## src/rtl/prog_pkg.sv

```systemverilog
// prog_pkg: FSM state encoding shared by the prog_loader slice; CHECK exists only with PROG_LOADER_CHECKSUM_EN.
package prog_pkg;
  typedef enum logic [2:0] {
    IDLE,
    FETCH,
    SHIFT,
`ifdef PROG_LOADER_CHECKSUM_EN
    CHECK,
`endif
    DONE
  } prog_state_e;
endpackage

```

## src/rtl/prog_serializer.sv

```systemverilog
// prog_serializer: word register and bit index driving registered prog_in/prog_en, MSB first.
module prog_serializer #(
  parameter int WORD_W = 8
) (
  input  logic              prog_clk,
  input  logic              prog_rst,
  input  logic              load,
  input  logic              shift,
  input  logic [WORD_W-1:0] data_in,
  output logic              prog_in,
  output logic              prog_en,
  output logic              word_end
);
  localparam int IW = $clog2(WORD_W + 1);
  logic [WORD_W-1:0] sr;
  logic [IW-1:0] idx;
  // load emits the MSB immediately, so sr keeps only the bits still to go
  always_ff @(posedge prog_clk) begin
    if (prog_rst) begin
      sr <= '0;
      idx <= '0;
      prog_in <= 1'b0;
      prog_en <= 1'b0;
    end else begin
      sr <= load ? data_in << 1 : shift ? sr << 1 : sr;
      idx <= load ? IW'(1) : shift ? idx + IW'(1) : idx;
      prog_in <= load ? data_in[WORD_W-1] : shift & sr[WORD_W-1];
      prog_en <= load | shift;
    end
  end
  assign word_end = idx == IW'(WORD_W);
endmodule

```

## src/rtl/prog_loader.sv

```systemverilog
// prog_loader: streams data words into a serial config chain of CHAIN_LEN bits.
// Define PROG_LOADER_CHECKSUM_EN to require an XOR trailer word checked into err.
module prog_loader
  import prog_pkg::*;
#(
  parameter int CHAIN_LEN = 20,
  parameter int WORD_W    = 8
) (
  input  logic              prog_clk,
  input  logic              prog_rst,
  input  logic              start,
  input  logic              abort,
  input  logic [WORD_W-1:0] data_in,
  input  logic              data_valid,
  output logic              data_ready,
  output logic              prog_in,
  output logic              prog_en,
  output logic              busy,
  output logic              done,
  output logic              err
);
  localparam int CW = $clog2(CHAIN_LEN + 1);
  prog_state_e state, nxt;
  logic [CW-1:0] cnt;
  logic load, shift, clr, word_end, last;
  assign last = cnt == CW'(CHAIN_LEN);
  always_ff @(posedge prog_clk) begin
    if (prog_rst) begin
      state <= IDLE;
      cnt <= '0;
    end else begin
      state <= nxt;
      cnt <= clr ? '0 : (load | shift) ? cnt + CW'(1) : cnt;
    end
  end
  // the chain-length test precedes the word-end test so a partial last word is cut short
  always_comb begin
    nxt = state;
    load = 1'b0;
    shift = 1'b0;
    clr = 1'b0;
    case (state)
      IDLE, DONE: if (!abort && start) begin
        nxt = FETCH;
        clr = 1'b1;
      end
      FETCH: if (abort) nxt = IDLE;
      else if (data_valid) begin
        nxt = SHIFT;
        load = 1'b1;
      end
      SHIFT: if (abort) nxt = IDLE;
`ifdef PROG_LOADER_CHECKSUM_EN
      else if (last) nxt = CHECK;
`else
      else if (last) nxt = DONE;
`endif
      else if (word_end) nxt = FETCH;
      else shift = 1'b1;
`ifdef PROG_LOADER_CHECKSUM_EN
      CHECK: if (abort) nxt = IDLE;
      else if (data_valid) nxt = DONE;
`endif
      default: nxt = IDLE;
    endcase
  end
  prog_serializer #(.WORD_W(WORD_W)) u_ser (
    .prog_clk(prog_clk),
    .prog_rst(prog_rst),
    .load(load),
    .shift(shift),
    .data_in(data_in),
    .prog_in(prog_in),
    .prog_en(prog_en),
    .word_end(word_end)
  );
  assign busy = state != IDLE && state != DONE;
  assign done = state == DONE;
`ifdef PROG_LOADER_CHECKSUM_EN
  logic [WORD_W-1:0] csum;
  logic err_q, take;
  assign data_ready = state == FETCH || state == CHECK;
  assign take = state == CHECK && !abort && data_valid;
  always_ff @(posedge prog_clk) begin
    if (prog_rst || clr) begin
      csum <= '0;
      err_q <= 1'b0;
    end else begin
      csum <= load ? csum ^ data_in : csum;
      err_q <= take ? data_in != csum : err_q;
    end
  end
  assign err = err_q;
`else
  assign data_ready = state == FETCH;
  assign err = 1'b0;
`endif
endmodule

```

## config.mk

```make
export PLATFORM = sky130hd
export DESIGN_NAME = prog_loader
export DESIGN_NICKNAME = d
export VERILOG_FILES = /design/src/rtl/prog_pkg.sv /design/src/rtl/prog_serializer.sv /design/src/rtl/prog_loader.sv
export SDC_FILE = /design/constraint.sdc
export NUM_CORES = 1
export LEC_CHECK = 0
export CAP_MARGIN = 20
export CORE_UTILIZATION = 32
export CTS_CLUSTER_DIAMETER = 30
export DETAILED_ROUTE_END_ITERATION = 8
export GPL_TIMING_DRIVEN = 0
export PLACE_DENSITY = 0.54
export SLEW_MARGIN = 0
export SYNTH_ARGS = -nofsm -noshare
export SYNTH_HDL_FRONTEND = slang
export SYNTH_SLANG_ARGS = --single-unit
```

## constraint.sdc

```tcl
create_clock -name prog_clk -period 1.6 [get_ports prog_clk]
set_clock_uncertainty 0.2 [all_clocks]
set_input_delay 0.16 -clock prog_clk [delete_from_list [all_inputs] [get_ports prog_clk]]
set_output_delay 0.16 -clock prog_clk [all_outputs]
set_load 0.03 [all_outputs]
```

==> results of run 1 <==
through the flow:
step | hold slack, ps | util, % | setup slack, ps | area, um2 | power (mW)
final | 129 | 54.2 | -74.9 | 1670 | 1.34
after detailed placement | 268 | 42.1 | -359 | 1290 | 0.937
after CTS | 114 | 50.4 | -53.5 | 1550 | 1.28
after floorplan | 96.0 | - | -38.2 | 1080 | 0.828
after global routing | 147 | 54.2 | -134 | 1670 | 1.41
after global placement | 264 | 42.1 | -315 | 1290 | 0.932
path summary, 6_finish.rpt:
path                 from       endpoint  cells after the start
min reg2reg   u_ser.sr[7]  u_ser.prog_in                      2
min              prog_rst    u_ser.sr[2]                      2
max          u_ser.idx[0]         cnt[4]                      7
max reg2reg  u_ser.idx[0]         cnt[4]                      7
repair_timing:
item                       in CTS  in global routing
gates cloned                    2                  2
setup endpoints to repair      22                 21
buffers inserted               11                  5
pin swaps                       8                 11
hold endpoints to repair        0                  0
resized for setup              47                 17
registers in the layout, summed over array words and instances, names as in the netlist:
| register | cells |
|---|---|
| u_ser.prog_en | 1 |
| cnt | 5 |
| state | 2 |
| u_ser.sr | 7 |
| u_ser.prog_in | 1 |
| u_ser.idx | 4 |
cells by family (layout without fill, tap and decap cells):
group / count (synthesis) / count (layout)
simple gates: 60 / 63
other cells: 1 / 1
mux: 1 / 1
compound gates: 16 / 17
buf+inv: 15 / 49
flops: 20 / 20
fa+ha+maj: 7 / 7
xor+xnor: 4 / 4
layout by cell type (no fill, tap or decap), types with 3 or more instances in the layout:
master,n
buf_4,14
nor3_2,9
dfxtp_1,14
a21oi_1,8
ha_1,3
or3_1,3
dfxtp_4,3
ha_4,4
nand2_1,4
dfxtp_2,3
inv_4,3
buf_6,5
clkbuf_4,3
nor2_1,12
nand3_1,5
nor3_1,5
nor4_1,4
clkdlybuf4s50_1,11
inv_2,4
cell type report:
class	instances	area (um2)
plain buffers	5	41.3
flip-flops and latches	20	415
multi-input cells	93	807
repair buffers	32	287
fillers	287	1410
clock buffers	3	22.5
well taps	44	55.1
inverters	9	41.3
power groups by stage:
stage | combinational (mW) | clock [mW] | sequential [mW]
after floorplan | 0.245 | 0 | 0.583
after global placement | 0.348 | 0 | 0.584
after detailed placement | 0.352 | 0 | 0.584
after CTS | 0.439 | 0.259 | 0.582
after global routing | 0.540 | 0.280 | 0.593
final | 0.499 | 0.248 | 0.588
layer usage:
metal	global-route usage (%)	share of wire, %	vias to the layer above
met1	20.1	46	503
li1	-	-	523
met3	3.93	2.4	6
met2	29.5	51	17
met4	5.10	1.5	0
met5	0	0	-
worst register-to-register path, cell delays in order (launching register included):
cell      delay (ps)
dfxtp_4          370
inv_2             40
ha_4             140
nand3b_1         130
buf_6            170
a31oi_4          140
or3_1            320
a21oi_1          110
==> impl_metrics.json, run 1 <==
{
  "io_buffers": 16,
  "final_hold_viol_count": 0,
  "synthDominantCellAreaShare_pct": 38.0,
  "layout.cells.non_filler": 206,
  "htreeDepth": 1,
  "synth_common_cells": "dfxtp_1 (20), nor3_1 (16), nor2_1 (12), inv_1 (9), a21oi_1 (8)",
  "critPathCaptureType": "register",
  "ir_drop_mv": 0.465,
  "netlist_top_cells_area": "dfxtp_1 (38%), ha_1 (8.3%), nor3_1 (7.6%)",
  "cts.clk_slew.worst_paths_ps": 120,
  "timing.fmax_ghz": 0.597,
  "synthesis.area_mm2": 0.00105,
  "swShare_pct": 33.4,
  "vias_per_cell": 5.09,
  "fin_setup_tns_ps": -419,
  "fp.dieArea_mm2": 0.00353,
  "dp_hpwl_um": 1530,
  "chipWidth_um": 59.4,
  "areaGrowthSynthToFinish_pct": 58.2,
  "setup_slack_ps": -74.9,
  "chipHeight_um": 59.4,
  "synth_compound_area_share_pct": 10.2,
  "synth_nets": 144,
  "synth_fa_ha_area_share_pct": 8.30,
  "io_pins": 19,
  "synth_cells": 124,
  "root_buffer": "clkbuf_4",
  "rsz0062_at_grt": "true",
  "path_buf_inv": 2,
  "synth_area_per_cell_um2": 8.51,
  "start_util_pct": 34.3,
  "power.share.clock_pct": 18.6,
  "clock_path_buffers": 2,
  "dp.cells": 184,
  "wl_per_cell_um": 13.3,
  "maxCapViolCount": 0,
  "power_density_mw_per_mm2": 800,
  "cts_sinks": 20,
  "gp_congestion": 0.762,
  "min_period_ps": 1670,
  "cts_hold_buf": 0,
  "reg2reg_slack_ps": -70,
  "final_nets": 184,
  "synth_top_family_by_area": "simple AND/OR/NAND/NOR gates",
  "violations": "negative setup slack",
  "critPathSlowestCell": "dfxtp_4",
  "rows": 20,
  "critical_path_arrival_ps": 1720,
  "hold_path.class": "in -> reg",
  "grt_pass1_wl_um": 4420,
  "p_switching_mw": 0.447,
  "critical_path_class": "reg -> reg",
  "clock_latency_ps": 300,
  "setup_viol": 9,
  "path_cells": "inv_2 -> ha_4 -> nand3b_1 -> buf_6 -> a31oi_4 -> or3_1 -> a21oi_1",
  "internal_power_mw": 0.889,
  "pwr-share-comb_pct": 37.4,
  "status": "finished with violations",
  "cts_tree": "yes",
  "synth.most_common_cell": "dfxtp_1",
  "yosys.area_share.simple_pct": 32.0,
  "gr-total-overflow": 0,
  "synth.area.mux_share_pct": 0.949,
  "yosys_most_used_dff": "dfxtp_1",
  "num_antenna_cells": 0,
  "synth.distinct_cells": 34,
  "synth-xor-area-share_pct": 3.32,
  "core_area_mm2": 0.00308,
  "grtUsageTotal_pct": 16.8,
  "crit_family": "simple AND/OR/NAND/NOR gates",
  "yosys_warnings": 0,
  "grt_pass1_vias": 967,
  "synth_seq_cells": 20,
  "route.vias.total": 1049,
  "drv_slew": 0,
  "finalCritPeriodShare_pct": 105,
  "async_flop_share_pct": 0,
  "initialDrtViolationCount": 19,
  "slowest_delay_ps": 370,
  "drt-total-wl_um": 2750,
  "synth_edf_count": 0,
  "critical_path.max_fanout": 5,
  "cts_buffers": 3,
  "critPathLaunchType": "register",
  "synth_area_leader_cell": "dfxtp_1",
  "grt_max_degree": 11,
  "drive_above_1_share_pct": 42.0,
  "drc_errors": 0,
  "ys_seq_area_share_pct": 38.0,
  "ant_nets": 0,
  "seqPwrFrac_pct": 44.1,
  "p_leak_nw": 0.712,
  "antenna_found_initial": 0,
  "drt_pass1_iterations": 4,
  "cp_data_required_time_ps": 1640
}
Power figures use the tool's default switching activity.
==> run 2: changes to the inputs <==
--- a/config.mk
+++ b/config.mk
@@ -10,7 +10,8 @@
 export CTS_CLUSTER_DIAMETER = 30
 export DETAILED_ROUTE_END_ITERATION = 8
 export GPL_TIMING_DRIVEN = 0
-export PLACE_DENSITY = 0.54
+export PLACE_DENSITY = 0.58
+export REMOVE_ABC_BUFFERS = 1
 export SLEW_MARGIN = 0
 export SYNTH_ARGS = -nofsm -noshare
 export SYNTH_HDL_FRONTEND = slang
==> run 2 against run 1 <==
Net effect: the flow still finishes with violations (negative setup slack); count of clock-buffer cells in the layout stayed put; first-iteration DRC count is 16% lower; combinational power is 8.6% lower; maximum frequency is 1.6% higher; global-route usage is 3.4 points lower; final cell count is 4.9% lower; highest routed layer unchanged.
==> impl_metrics.json, run 2 (synthesis results as in run 1) <==
{
  "cp_data_required_time_ps": 1650,
  "gp_congestion": 0.748,
  "ir_drop_mv": 0.416,
  "worstReg2RegStart": "state[1]",
  "maxCapViolCount": 0,
  "critical_path_arrival_ps": 1690,
  "grt_pass1_wl_um": 3620,
  "grt_max_degree": 19,
  "crit_family": "simple AND/OR/NAND/NOR gates",
  "initialDrtViolationCount": 16,
  "num_antenna_cells": 0,
  "htreeDepth": 1,
  "root_buffer": "clkbuf_4",
  "path_buf_inv": 1,
  "io_buffers": 17,
  "dp.cells": 179,
  "slowest_delay_ps": 390,
  "drt-total-wl_um": 2400,
  "layout_commonest_cell": "dfxtp_1",
  "gr-total-overflow": 0,
  "use_met1_pct": 14.8,
  "grt_use_met3_pct": 4.80,
  "final_cell_mix": "dfxtp_1 (14), nor2_1 (12), clkdlybuf4s50_1 (12), a21oi_1 (8), nor3_1 (8)",
  "slew-limit-headroom_pct": 53.0,
  "min_period_ps": 1650,
  "rr_worst_depth": 6,
  "start_util_pct": 34.3,
  "vias_per_cell": 4.84,
  "cts_sinks": 20,
  "final_nets": 173,
  "violations": "negative setup slack",
  "ant_nets": 0,
  "worst_pin_slew_ps": 703,
  "chipWidth_um": 59.4,
  "clock_latency_ps": 310,
  "critPathLaunchType": "register",
  "place_area_mm2": 0.00124,
  "cts_tree": "yes",
  "cts.clk_slew.worst_paths_ps": 130,
  "fin_util_pct": 51.3,
  "areaGrowthSynthToFinish_pct": 49.6,
  "setup_viol": 5,
  "clock_path_buffers": 2,
  "critPathCaptureType": "register",
  "layout.cells.non_filler": 196,
  "cp_num_cells": 6,
  "top_usage_layer": "met2",
  "hold_path.class": "in -> reg",
  "chipHeight_um": 59.4,
  "final_hold_viol_count": 0,
  "dp_hpwl_um": 1430,
  "route.vias.total": 949,
  "drv_slew": 0,
  "largest_register_ffs": 7,
  "cts_buffers": 3,
  "top_register": "u_ser.sr",
  "power_density_mw_per_mm2": 927,
  "rsz0062_at_grt": "true",
  "grt_pass1_vias": 864,
  "critical_path.max_fanout": 6,
  "path_cells": "inv_4 -> ha_4 -> and3b_4 -> a31oi_4 -> or3_1 -> a21oi_1",
  "core_area_mm2": 0.00308,
  "critPathSlowestCell": "dfxtp_4",
  "finalCritPeriodShare_pct": 103,
  "timing.fmax_ghz": 0.607,
  "holdWs_ps": 175,
  "setup_slack_ps": -47.8,
  "crit_path_start": "state[1]",
  "rows": 20,
  "antenna_found_initial": 0,
  "drive_above_1_share_pct": 36.2,
  "worstHoldPathCells": 3,
  "status": "finished with violations",
  "fin_area_mm2": 0.00158,
  "grtUsageTotal_pct": 13.4,
  "io_pins": 19,
  "wl_per_cell_um": 12.3,
  "drc_errors": 0,
  "grt_use_met2_pct": 24.6,
  "top_regs": "u_ser.sr: 7 flops, cnt: 5 flops, u_ser.idx: 4 flops",
  "preCtsSetupSlack_ps": -718,
  "fp.dieArea_mm2": 0.00353,
  "drt_pass1_iterations": 4,
  "p_leak_nw": 0.643,
  "critical_path_class": "reg -> reg",
  "hp-start": "data_in[7]"
}
## run 2: changes by cell type in the layout (fill, tap and decap cells not counted), moves of 2 or more
cell      before  now
nor3_1         5    8
clkbuf_1       2    0
nor3_2         9    6
buf_4         14    7
## run 2: worst register-to-register path: cells and delay by family, from the launching register on
kind                     cells  cell delay [ps]
buffers and inverters        1               60
flip-flops                   1              390
AO/OA/AOI/OAI                2              210
adder cells (fa/ha/maj)      1              150
AND/OR/NAND/NOR              2              580
## run 2: metrics by stage
| step | setup TNS (ps) | total power [mW] |
|---|---|---|
| detailed placement | -9030 | 0.902 |
| floorplan | -4870 | 0.788 |
| global route | -1050 | 1.53 |
| finish | -207 | 1.46 |
| global placement | -8710 | 0.897 |
| CTS | -843 | 1.36 |
## run 2: layout make-up
| cell class | count | area, um2 |
|---|---|---|
| fill | 287 | 1500 |
| multi-input combinational | 90 | 726 |
| sequential | 20 | 413 |
| timing repair buffer | 29 | 290 |
| tap | 44 | 55.1 |
| inverter | 9 | 41.3 |
| clock inverter | 1 | 30.0 |
| clock buffer | 3 | 22.5 |
## run 2: path summary, 6_finish.rpt
check / to / slack (ps)
max: cnt[3] / -50
min: u_ser.prog_in / 170
max reg2reg: cnt[3] / -50
min reg2reg: u_ser.prog_in / 290
## run 2: what timing repair did
item,4_1_cts,5_1_grt
setup endpoints to repair,25,23
endpoints found under the hold margin,0,0
pin swaps,8,14
gates resized for setup,37,35
gates cloned,0,2
hold buffers,0,0
setup buffers,7,4
## run 2: metal layers
layer / routed length (um) / part of all wire, %
met5: 0 / 0
met4: 14 / 0.58
met3: 99 / 4.1
met2: 1240 / 52
met1: 1050 / 44
## run 2: where the power goes
part	internal, mW	leakage [nW]	switching, mW	total, mW
Combinational	0.233	0.450	0.223	0.456
Sequential	0.543	0.165	0.0409	0.584
Clock	0.254	0.0279	0.168	0.421
==> run 3: changes to the inputs <==
--- a/config.mk
+++ b/config.mk
@@ -16,3 +16,4 @@
 export SYNTH_ARGS = -nofsm -noshare
 export SYNTH_HDL_FRONTEND = slang
 export SYNTH_SLANG_ARGS = --single-unit
+export TNS_END_PERCENT = 20
==> run 3 against run 2 <==
Net effect: the run still ends with negative setup slack left; setup slack got worse by 23 ps; power fell by 5.1%; wire length fell by 6.4%; combinational power fell by 14%; critical path depth did not move; critical endpoint is now u_ser.idx[1].
==> impl_metrics.json, run 3 (synthesis results as in run 1) <==
{
  "status": "finished with violations",
  "violations": "negative setup slack",
  "core_area_mm2": 0.00308,
  "cts_sinks": 20,
  "place_area_mm2": 0.00124,
  "critPathSlowestCell": "dfxtp_4",
  "critical_path_class": "reg -> reg",
  "crit_family": "simple AND/OR/NAND/NOR gates",
  "timing.fmax_ghz": 0.599,
  "grt_pass1_wl_um": 3600,
  "fin_area_mm2": 0.00151,
  "rows": 20,
  "num_antenna_cells": 0,
  "antenna_found_initial": 0,
  "critPathLaunchType": "register",
  "fin_util_pct": 49.0,
  "critical_path.max_fanout": 9,
  "rsz0062_at_grt": "true",
  "chipWidth_um": 59.4,
  "grt_max_degree": 19,
  "power_density_mw_per_mm2": 920,
  "cp_data_required_time_ps": 1580,
  "critical_path_arrival_ps": 1650,
  "fill_cells": 293,
  "path_buf_inv": 1,
  "fp.dieArea_mm2": 0.00353,
  "largest_register_ffs": 7,
  "io_buffers": 17,
  "clock_path_buffers": 2,
  "finalCritPeriodShare_pct": 104,
  "dp.cells": 179,
  "maxCapViolCount": 0,
  "grtUsageTotal_pct": 13.3,
  "route.vias.total": 936,
  "vias_per_cell": 4.80,
  "layout_commonest_cell": "nor3_1",
  "fin_setup_tns_ps": -277,
  "cts_buffers": 3,
  "start_util_pct": 34.3,
  "drv_slew": 0,
  "htreeDepth": 1,
  "top_regs": "u_ser.sr: 7 flops, cnt: 5 flops, u_ser.idx: 4 flops",
  "initialDrtViolationCount": 21,
  "final_cell_mix": "nor3_1 (15), dfxtp_1 (14), nor2_1 (12), clkdlybuf4s50_1 (12)",
  "wl_per_cell_um": 11.5,
  "gp_congestion": 0.748,
  "grt_pass1_vias": 853,
  "ir_drop_mv": 0.409,
  "critPathCaptureType": "register",
  "io_pins": 19,
  "setup_slack_ps": -70.8,
  "gr-total-overflow": 0,
  "top_register": "u_ser.sr",
  "hold_path.class": "in -> reg",
  "cts_tree": "yes",
  "dp_hpwl_um": 1430,
  "drt-total-wl_um": 2250,
  "setup_viol": 8,
  "layout.cells.non_filler": 195,
  "drc_errors": 0,
  "final_nets": 172,
  "drive_above_1_share_pct": 31.1,
  "root_buffer": "clkbuf_4",
  "cts_hold_buf": 0,
  "clock_latency_ps": 310,
  "slowest_delay_ps": 390,
  "worst_pin_slew_ps": 678,
  "ant_nets": 0,
  "path_cells": "inv_4 -> ha_4 -> and2b_4 -> and3_4 -> mux2i_1 -> nor3_1",
  "areaGrowthSynthToFinish_pct": 43.1,
  "cts.clk_slew.worst_paths_ps": 120,
  "chipHeight_um": 59.4,
  "drt_pass1_iterations": 4,
  "final_hold_viol_count": 0,
  "p_leak_nw": 0.621,
  "slew-limit-headroom_pct": 54.6,
  "min_period_ps": 1670
}
==> run 3: area by class of cell <==
cell class	instances	area [um2]	share of cell area, %
inverter	9	38.8	2.57
tap	44	55.1	3.65
multi-input combinational	90	699	46.4
sequential	20	413	27.4
timing repair buffer	28	250	16.6
clock buffer	3	22.5	1.49
clock inverter	1	30.0	1.99
==> run 3: timing repair <==
action | 4_1_cts | 5_1_grt
gates cloned | 0 | 1
endpoints found under the setup margin | 25 | 23
buffers inserted | 7 | 4
pin swaps | 14 | 10
gates resized for setup | 35 | 23
==> run 3: layer usage <==
layer / vias to the layer above / wire length (um) / track usage, %
met1: 432 / 1030 / 15.2
met2: 14 / 1120 / 24.4
met3: 2 / 89 / 4.37
met5: - / 0 / 0
met4: 0 / 11 / 2.04
li1: 488 / - / -
==> run 3: worst paths after layout <==
| path | from | endpoint | slack, ps | depth (start not counted) |
|---|---|---|---|---|
| min reg2reg | u_ser.sr[7] | u_ser.prog_in | 280 | 2 |
| min | data_in[7] | u_ser.prog_in | 190 | 3 |
| max reg2reg | state[0] | u_ser.idx[1] | -70 | 6 |
| max | state[0] | u_ser.idx[1] | -70 | 6 |
==> run 3: worst min-delay path, delay by kind of cell <==
family / cells / cell delay [ps]
AOI/OAI and AO/OA: 1 / 50
and+or+nand+nor: 1 / 50
buffers and inverters: 1 / 400
==> run 3: stage by stage <==
stage          total power, mW  setup WS (ps)  hold slack (ps)
4_1_cts                   1.35           -101              178
6_report                  1.39          -70.8              186
3_3_place_gp             0.897           -693              261
3_5_place_dp             0.902           -718              268
2_1_floorplan            0.788           -534             29.1
5_1_grt                   1.47           -147              207
==> run 3: where the power goes <==
group	total [mW]	leakage (nW)	internal [mW]	switching, mW
sequential	0.579	0.165	0.543	0.0358
combinational	0.393	0.428	0.184	0.208
clock	0.416	0.0279	0.253	0.163
total	1.39	0.621	0.981	0.407
